**src/rtl/uart_rx_if.sv**
```systemverilog
// uart_rx_if: receive-side byte handshake between the UART receiver and the bus
interface uart_rx_if #(
  parameter int DATA_BITS = 8
);
  logic [DATA_BITS-1:0] rx_data;
  logic                 rx_valid;
  logic                 rx_ready;
  logic                 frame_err;
  logic                 overrun;
  modport master (output rx_data, rx_valid, frame_err, overrun, input rx_ready);
  modport slave  (input rx_data, rx_valid, frame_err, overrun, output rx_ready);
endinterface

```
**src/rtl/uart_rx_oversampled.sv**
```systemverilog
// uart_rx_oversampled: 8N1 UART receiver with divider-driven 16x oversampling, 3-sample majority vote and 1-deep output buffer
module uart_rx_oversampled #(
  parameter int DATA_BITS   = 8,
  parameter int OVERSAMPLE  = 16,
  parameter int SYNC_STAGES = 2,
  parameter int DIV_WIDTH   = 16
) (
  input  logic                 clk,
  input  logic                 rst_n,
  input  logic [DIV_WIDTH-1:0] baud_div,
  input  logic                 rx,
  output logic                 busy,
  uart_rx_if.master            bus
);
  localparam int CW  = $clog2(OVERSAMPLE);
  localparam int BW  = $clog2(DATA_BITS);
  localparam int MID = OVERSAMPLE / 2 - 1;
  typedef enum logic [1:0] {IDLE, START, DATA, STOP} state_t;
  state_t                 state_q, state_d;
  logic [SYNC_STAGES-1:0] sync_q, sync_d;
  logic [DIV_WIDTH-1:0]   div_q, div_d;
  logic [CW-1:0]          s_cnt_q, s_cnt_d;
  logic [BW-1:0]          bit_cnt_q, bit_cnt_d;
  logic [2:0]             smp_q, smp_d;
  logic [DATA_BITS-1:0]   shreg_q, shreg_d, data_q, data_d;
  logic                   pend_q, pend_d, valid_q, valid_d, ferr_q, ferr_d, ovr_q, ovr_d;
  logic                   rx_s, tick, wrap, vote, stop_vote, load;
  // input sync, tick divider, votes and output buffer handshake
  always_comb begin
    rx_s      = sync_q[SYNC_STAGES-1];
    sync_d    = {sync_q[SYNC_STAGES-2:0], rx};
    // >= rather than == so a lowered baud_div never strands the counter above it
    tick      = div_q >= baud_div;
    div_d     = tick ? '0 : div_q + 1'b1;
    wrap      = tick && (s_cnt_q == CW'(OVERSAMPLE - 1));
    vote      = (smp_q[0] & smp_q[1]) | (smp_q[0] & smp_q[2]) | (smp_q[1] & smp_q[2]);
    // mid-stop decides on the third sample tick itself, so the live rx_s is the third vote
    stop_vote = (smp_q[0] & smp_q[1]) | (smp_q[0] & rx_s) | (smp_q[1] & rx_s);
    load      = pend_q && (!valid_q || bus.rx_ready);
    data_d    = load ? shreg_q : data_q;
    valid_d   = load || (valid_q && !bus.rx_ready);
    ovr_d     = pend_q && valid_q && !bus.rx_ready;
  end
  // frame FSM: next state, oversample position, mid-bit samples and shift register
  always_comb begin
    state_d   = state_q;
    s_cnt_d   = s_cnt_q;
    bit_cnt_d = bit_cnt_q;
    smp_d     = smp_q;
    shreg_d   = shreg_q;
    pend_d    = 1'b0;
    ferr_d    = 1'b0;
    if (tick) begin
      s_cnt_d = wrap ? '0 : s_cnt_q + 1'b1;
      for (int k = 0; k < 3; k++)
        if (s_cnt_q == CW'(MID + k)) smp_d[k] = rx_s;
      case (state_q)
        IDLE: begin
          s_cnt_d = '0;
          if (!rx_s) state_d = START;
        end
        START: if (wrap) begin
          state_d   = vote ? IDLE : DATA;
          bit_cnt_d = '0;
        end
        DATA: if (wrap) begin
          shreg_d   = {vote, shreg_q[DATA_BITS-1:1]};
          bit_cnt_d = bit_cnt_q + 1'b1;
          if (bit_cnt_q == BW'(DATA_BITS - 1)) state_d = STOP;
        end
        STOP: if (s_cnt_q == CW'(MID + 2)) begin
          state_d = IDLE;
          pend_d  = stop_vote;
          ferr_d  = !stop_vote;
        end
        default: state_d = IDLE;
      endcase
    end
  end
  // FSM state register
  always_ff @(posedge clk or negedge rst_n) begin
    if (!rst_n) state_q <= IDLE;
    else        state_q <= state_d;
  end
  // datapath registers; synchronizer resets to the idle-high line level
  always_ff @(posedge clk or negedge rst_n) begin
    if (!rst_n) begin
      sync_q    <= '1;
      div_q     <= '0;
      s_cnt_q   <= '0;
      bit_cnt_q <= '0;
      smp_q     <= '0;
      shreg_q   <= '0;
      data_q    <= '0;
      pend_q    <= 1'b0;
      valid_q   <= 1'b0;
      ferr_q    <= 1'b0;
      ovr_q     <= 1'b0;
    end else begin
      sync_q    <= sync_d;
      div_q     <= div_d;
      s_cnt_q   <= s_cnt_d;
      bit_cnt_q <= bit_cnt_d;
      smp_q     <= smp_d;
      shreg_q   <= shreg_d;
      data_q    <= data_d;
      pend_q    <= pend_d;
      valid_q   <= valid_d;
      ferr_q    <= ferr_d;
      ovr_q     <= ovr_d;
    end
  end
  assign busy          = state_q != IDLE;
  assign bus.rx_data   = data_q;
  assign bus.rx_valid  = valid_q;
  assign bus.frame_err = ferr_q;
  assign bus.overrun   = ovr_q;
endmodule
```
**src/flat_wrapper.sv**
```systemverilog
// flat-port wrapper written by rule: the top's interface ports become plain ports
module uart_rx_oversampled_flat 
#(
  parameter int DATA_BITS   = 8,
  parameter int OVERSAMPLE  = 16,
  parameter int SYNC_STAGES = 2,
  parameter int DIV_WIDTH   = 16
)
  (clk, rst_n, baud_div, rx, busy, bus_rx_data, bus_rx_valid, bus_frame_err, bus_overrun, bus_rx_ready);
  uart_rx_if #(.DATA_BITS(DATA_BITS)) bus_i ();
  input  logic clk;
  input  logic rst_n;
  input  logic [DIV_WIDTH-1:0] baud_div;
  input  logic rx;
  output logic busy;
  output wire logic [$bits(bus_i.rx_data)-1:0] bus_rx_data;
  output wire logic [$bits(bus_i.rx_valid)-1:0] bus_rx_valid;
  output wire logic [$bits(bus_i.frame_err)-1:0] bus_frame_err;
  output wire logic [$bits(bus_i.overrun)-1:0] bus_overrun;
  input wire logic [$bits(bus_i.rx_ready)-1:0] bus_rx_ready;
  assign bus_rx_data = bus_i.rx_data;
  assign bus_rx_valid = bus_i.rx_valid;
  assign bus_frame_err = bus_i.frame_err;
  assign bus_overrun = bus_i.overrun;
  assign bus_i.rx_ready = bus_rx_ready;
  uart_rx_oversampled #(.DATA_BITS(DATA_BITS), .OVERSAMPLE(OVERSAMPLE), .SYNC_STAGES(SYNC_STAGES), .DIV_WIDTH(DIV_WIDTH)) u_core (.clk(clk), .rst_n(rst_n), .baud_div(baud_div), .rx(rx), .busy(busy), .bus(bus_i));
endmodule
```
**config.mk**
```make
export PLATFORM = sky130hd
export DESIGN_NAME = uart_rx_oversampled_flat
export DESIGN_NICKNAME = d
export VERILOG_FILES = /design/src/rtl/uart_rx_if.sv /design/src/rtl/uart_rx_oversampled.sv /design/src/flat_wrapper.sv
export SDC_FILE = /design/constraint.sdc
export NUM_CORES = 1
export LEC_CHECK = 0
export CORE_MARGIN = 10
export CORE_UTILIZATION = 40
export DETAILED_ROUTE_END_ITERATION = 6
export PLACE_DENSITY = 0.65
export SYNTH_ARGS = -nofsm -noshare
export SYNTH_HDL_FRONTEND = slang
export SYNTH_SLANG_ARGS = --single-unit
```
**constraint.sdc**
```tcl
create_clock -name clk -period 2.8 [get_ports clk]
set_input_delay 0.28 -clock clk [delete_from_list [all_inputs] [get_ports clk]]
set_output_delay 0.28 -clock clk [all_outputs]
set_load 0.02 [all_outputs]
```
==> run summary <==
Status -> finished, final reports clean
Ys async rst share -> 100%
Worst vdd ir -> 0.233 mV
PostCTS Resize Cnt -> 0
Maxcap violations -> 0
Commonest non-fill, non-tap cells in the layout -> dfrtp_1, clkdlybuf4s50_1, ha_1
Clock buffer depth -> 2
#FFs+latches synth -> 50
Starting Density -> 41.5%
Cell Rows -> 29
Period utilisation layout -> 83.7%
Via-per-instance ratio -> 4.99
Worst slew margin -> 42.1%
Layout cells sized above 1 -> 12.3%
Initial antenna violation count -> 0
RSZ-0062 raised after global routing -> false
Startpoint class of the critical path -> input pin
Unique masters post-synth -> 34
Top Ports -> 32
Num CTS Buffers -> 5
Crit end category -> flop
Ys Warns -> 0
Slowest stage delay, CP -> 0.45 ns
Reg2Reg Setup Slack -> 0.47 ns
FF-to-FF Start -> u_core.div_q[1]
Worst Hold Class -> in2async
Leakage -> 1.61 nW
Final setup violation count -> 0
Vias in the first global route -> 1829
Slowest CP cell -> clkdlybuf4s50_1
Avg Cell Area, Syn -> 10.9 µm²
Worst-margin pin slew -> 0.868 ns
Largest net degree at the start of global routing -> 40
Layout Skew -> 0.00651 ns
Post-Syn Area -> 2670 µm²
Ys flop type -> dfrtp_1
Die Wd -> 102 µm
1st-iter DRT viols -> 88
Detailed Route WL -> 4660 µm
Detail Route Antenna Nets -> 0
TritonCTS Sinks -> 50
Post-CTS setup buffer count -> 0
Root Buffer Master -> clkbuf_8
First-pass GRT wire length -> 8290 µm
Die height -> 102 µm
# fillers -> 597
Critical path's top delay family -> compound AO/OA/AOI/OAI gates
Buf/Inv on CP -> 3
Reg-to-reg endpoint -> u_core.shreg_q[6]
Layout Nets -> 330
R2R cell count -> 8
CTS tree -> done
Gp weighted congestion -> 0.806
Worst skew pair latency -> 0.30 ns
Drt first pass iters -> 4
Critical Path, Cell by Cell -> clkdlybuf4s50_1 > inv_1 > ha_1 > nor2b_1 > o211a_1 > o31ai_1 > o211ai_1 > and3_1 > buf_12 > mux2_4
WL/cell -> 12.9 µm
Cells after synthesis -> 244
GRT Resource Usage Total -> 9.72%
CTS H-tree depth -> 2
Number of synthesized flops with an enable pin -> 0
DPL Wire Length -> 3680 µm
Crit path max fanout -> 8
DR DRC count -> 0
Worst path arrival time -> 2.53 ns
Port bufs -> 31
TNS Setup -> 0 ns
WS Path Type -> in2reg
Total global routing overflow -> 0
Worst EP required -> 2.99 ns
Core area -> 6420 µm²
Max Fclk -> 0.427 GHz
Final min period -> 2.34 ns
Hold slack final -> 0.0839 ns
Fin. max-slew vios -> 0
Area growth syn-to-layout -> 20.0%
Vias -> 1802
Die Area -> 10300 µm²
Pwr Density -> 481 nW/µm²
Commonest non-fill, non-tap cell in the layout -> dfrtp_1
Clock transition at path regs -> 0.09 ns
Seq/Total Area, Yosys -> 47.0%
Total chip power -> 1.54 mW
Final Hold Viols -> 0
Hold buffer count at cts -> 0
N_diodes -> 0
Syn Nets -> 291
## stage by stage
| stage | cells | util, % | instance area [µm²] | setup WS, ns |
|---|---|---|---|---|
| floorplan | 244 | - | 2670 | 0.686 |
| global route | 361 | 49.8 | 3200 | 0.270 |
| detailed placement | 353 | 48.1 | 3090 | 0.136 |
| finish | 361 | 49.8 | 3200 | 0.456 |
| global placement | 353 | 48.1 | 3090 | 0.195 |
| CTS | 361 | 49.8 | 3200 | 0.449 |
## kinds of logic (layout without fill, tap and decap cells)
family / after synthesis / in the layout / share of synthesized area [%]
flip-flops: 50 / 50 / 47.0
AND/OR/NAND/NOR: 75 / 75 / 14.1
multiplexers: 23 / 23 / 10.7
XOR/XNOR: 14 / 14 / 4.60
adder cells (fa/ha/maj): 29 / 29 / 13.4
AO/OA/AOI/OAI: 23 / 23 / 5.49
buffers and inverters: 30 / 70 / 4.65
## how the worst max path moves through the flow
stage,end,start,depth (start not counted)
finish,u_core.shreg_q[6],baud_div[1],10
global route,u_core.s_cnt_q[0],baud_div[13],11
CTS,u_core.shreg_q[7],u_core.div_q[1],8
detailed placement,u_core.shreg_q[7],baud_div[14],10
global placement,u_core.shreg_q[5],baud_div[1],10
floorplan,u_core.shreg_q[0],u_core.div_q[1],8
## per-layer routing
| metal | routed length [µm] | GRT usage, % | vias to the layer above | part of all wire [%] |
|---|---|---|---|---|
| met5 | 0 | 0 | - | 0 |
| met4 | 65 | 3.96 | 0 | 1.4 |
| met3 | 169 | 2.25 | 6 | 3.6 |
| met2 | 2230 | 16.2 | 23 | 48 |
| met1 | 2190 | 11.9 | 851 | 47 |
| li1 | - | - | 922 | - |
## power breakdown
group / total, mW / leakage (nW) / switching [mW] / internal (mW)
Clock: 0.489 / 0.0579 / 0.226 / 0.263
Sequential: 0.838 / 0.660 / 0.0661 / 0.772
Combinational: 0.213 / 0.887 / 0.102 / 0.111
Total: 1.54 / 1.61 / 0.394 / 1.15
## worst reg2reg max path: stages (launching register included)
cell and delay [ns]:
dfrtp_1 0.44, ha_1 0.30, nor2b_1 0.13, o211a_1 0.20
o31ai_1 0.26, o211ai_1 0.20, and3_1 0.25, buf_12 0.15
mux2_4 0.29
## flip-flops by register name, summed over array words and instances (netlist names), named ones only
name and count:
u_core.bus.overrun 1, u_core.sync_q 2, u_core.s_cnt_q 4, u_core.bus.rx_data 8, u_core.bus.rx_valid 1, u_core.bit_cnt_q 3
u_core.bus.frame_err 1, u_core.pend_q 1, u_core.div_q 16, u_core.shreg_q 8, u_core.state_q 1, u_core.smp_q 3
## area by class of cell
| type | count | area (µm²) | area share (%) |
|---|---|---|---|
| inverter | 26 | 97.6 | 3.05 |
| timing repair buffer | 36 | 355 | 11.1 |
| clock inverter | 3 | 40.0 | 1.25 |
| multi-input combinational | 164 | 1290 | 40.2 |
| sequential | 50 | 1250 | 39.2 |
| clock buffer | 5 | 68.8 | 2.15 |
| tap | 77 | 96.3 | 3.01 |
## cells in the mapped netlist, types with 6 or more instances
master	instances	area, µm²
a21oi_1	7	35.0
nand3_1	12	60.1
nand2_1	15	56.3
ha_1	27	338
mux2_2	11	124
dfrtp_1	48	1200
nor2_1	20	75.1
xor2_1	11	96.3
inv_1	26	97.6
and3_1	8	50.1
nand4_1	6	37.5
mux2_4	8	120
No activity file was read; power rests on OpenSTA's default activity.
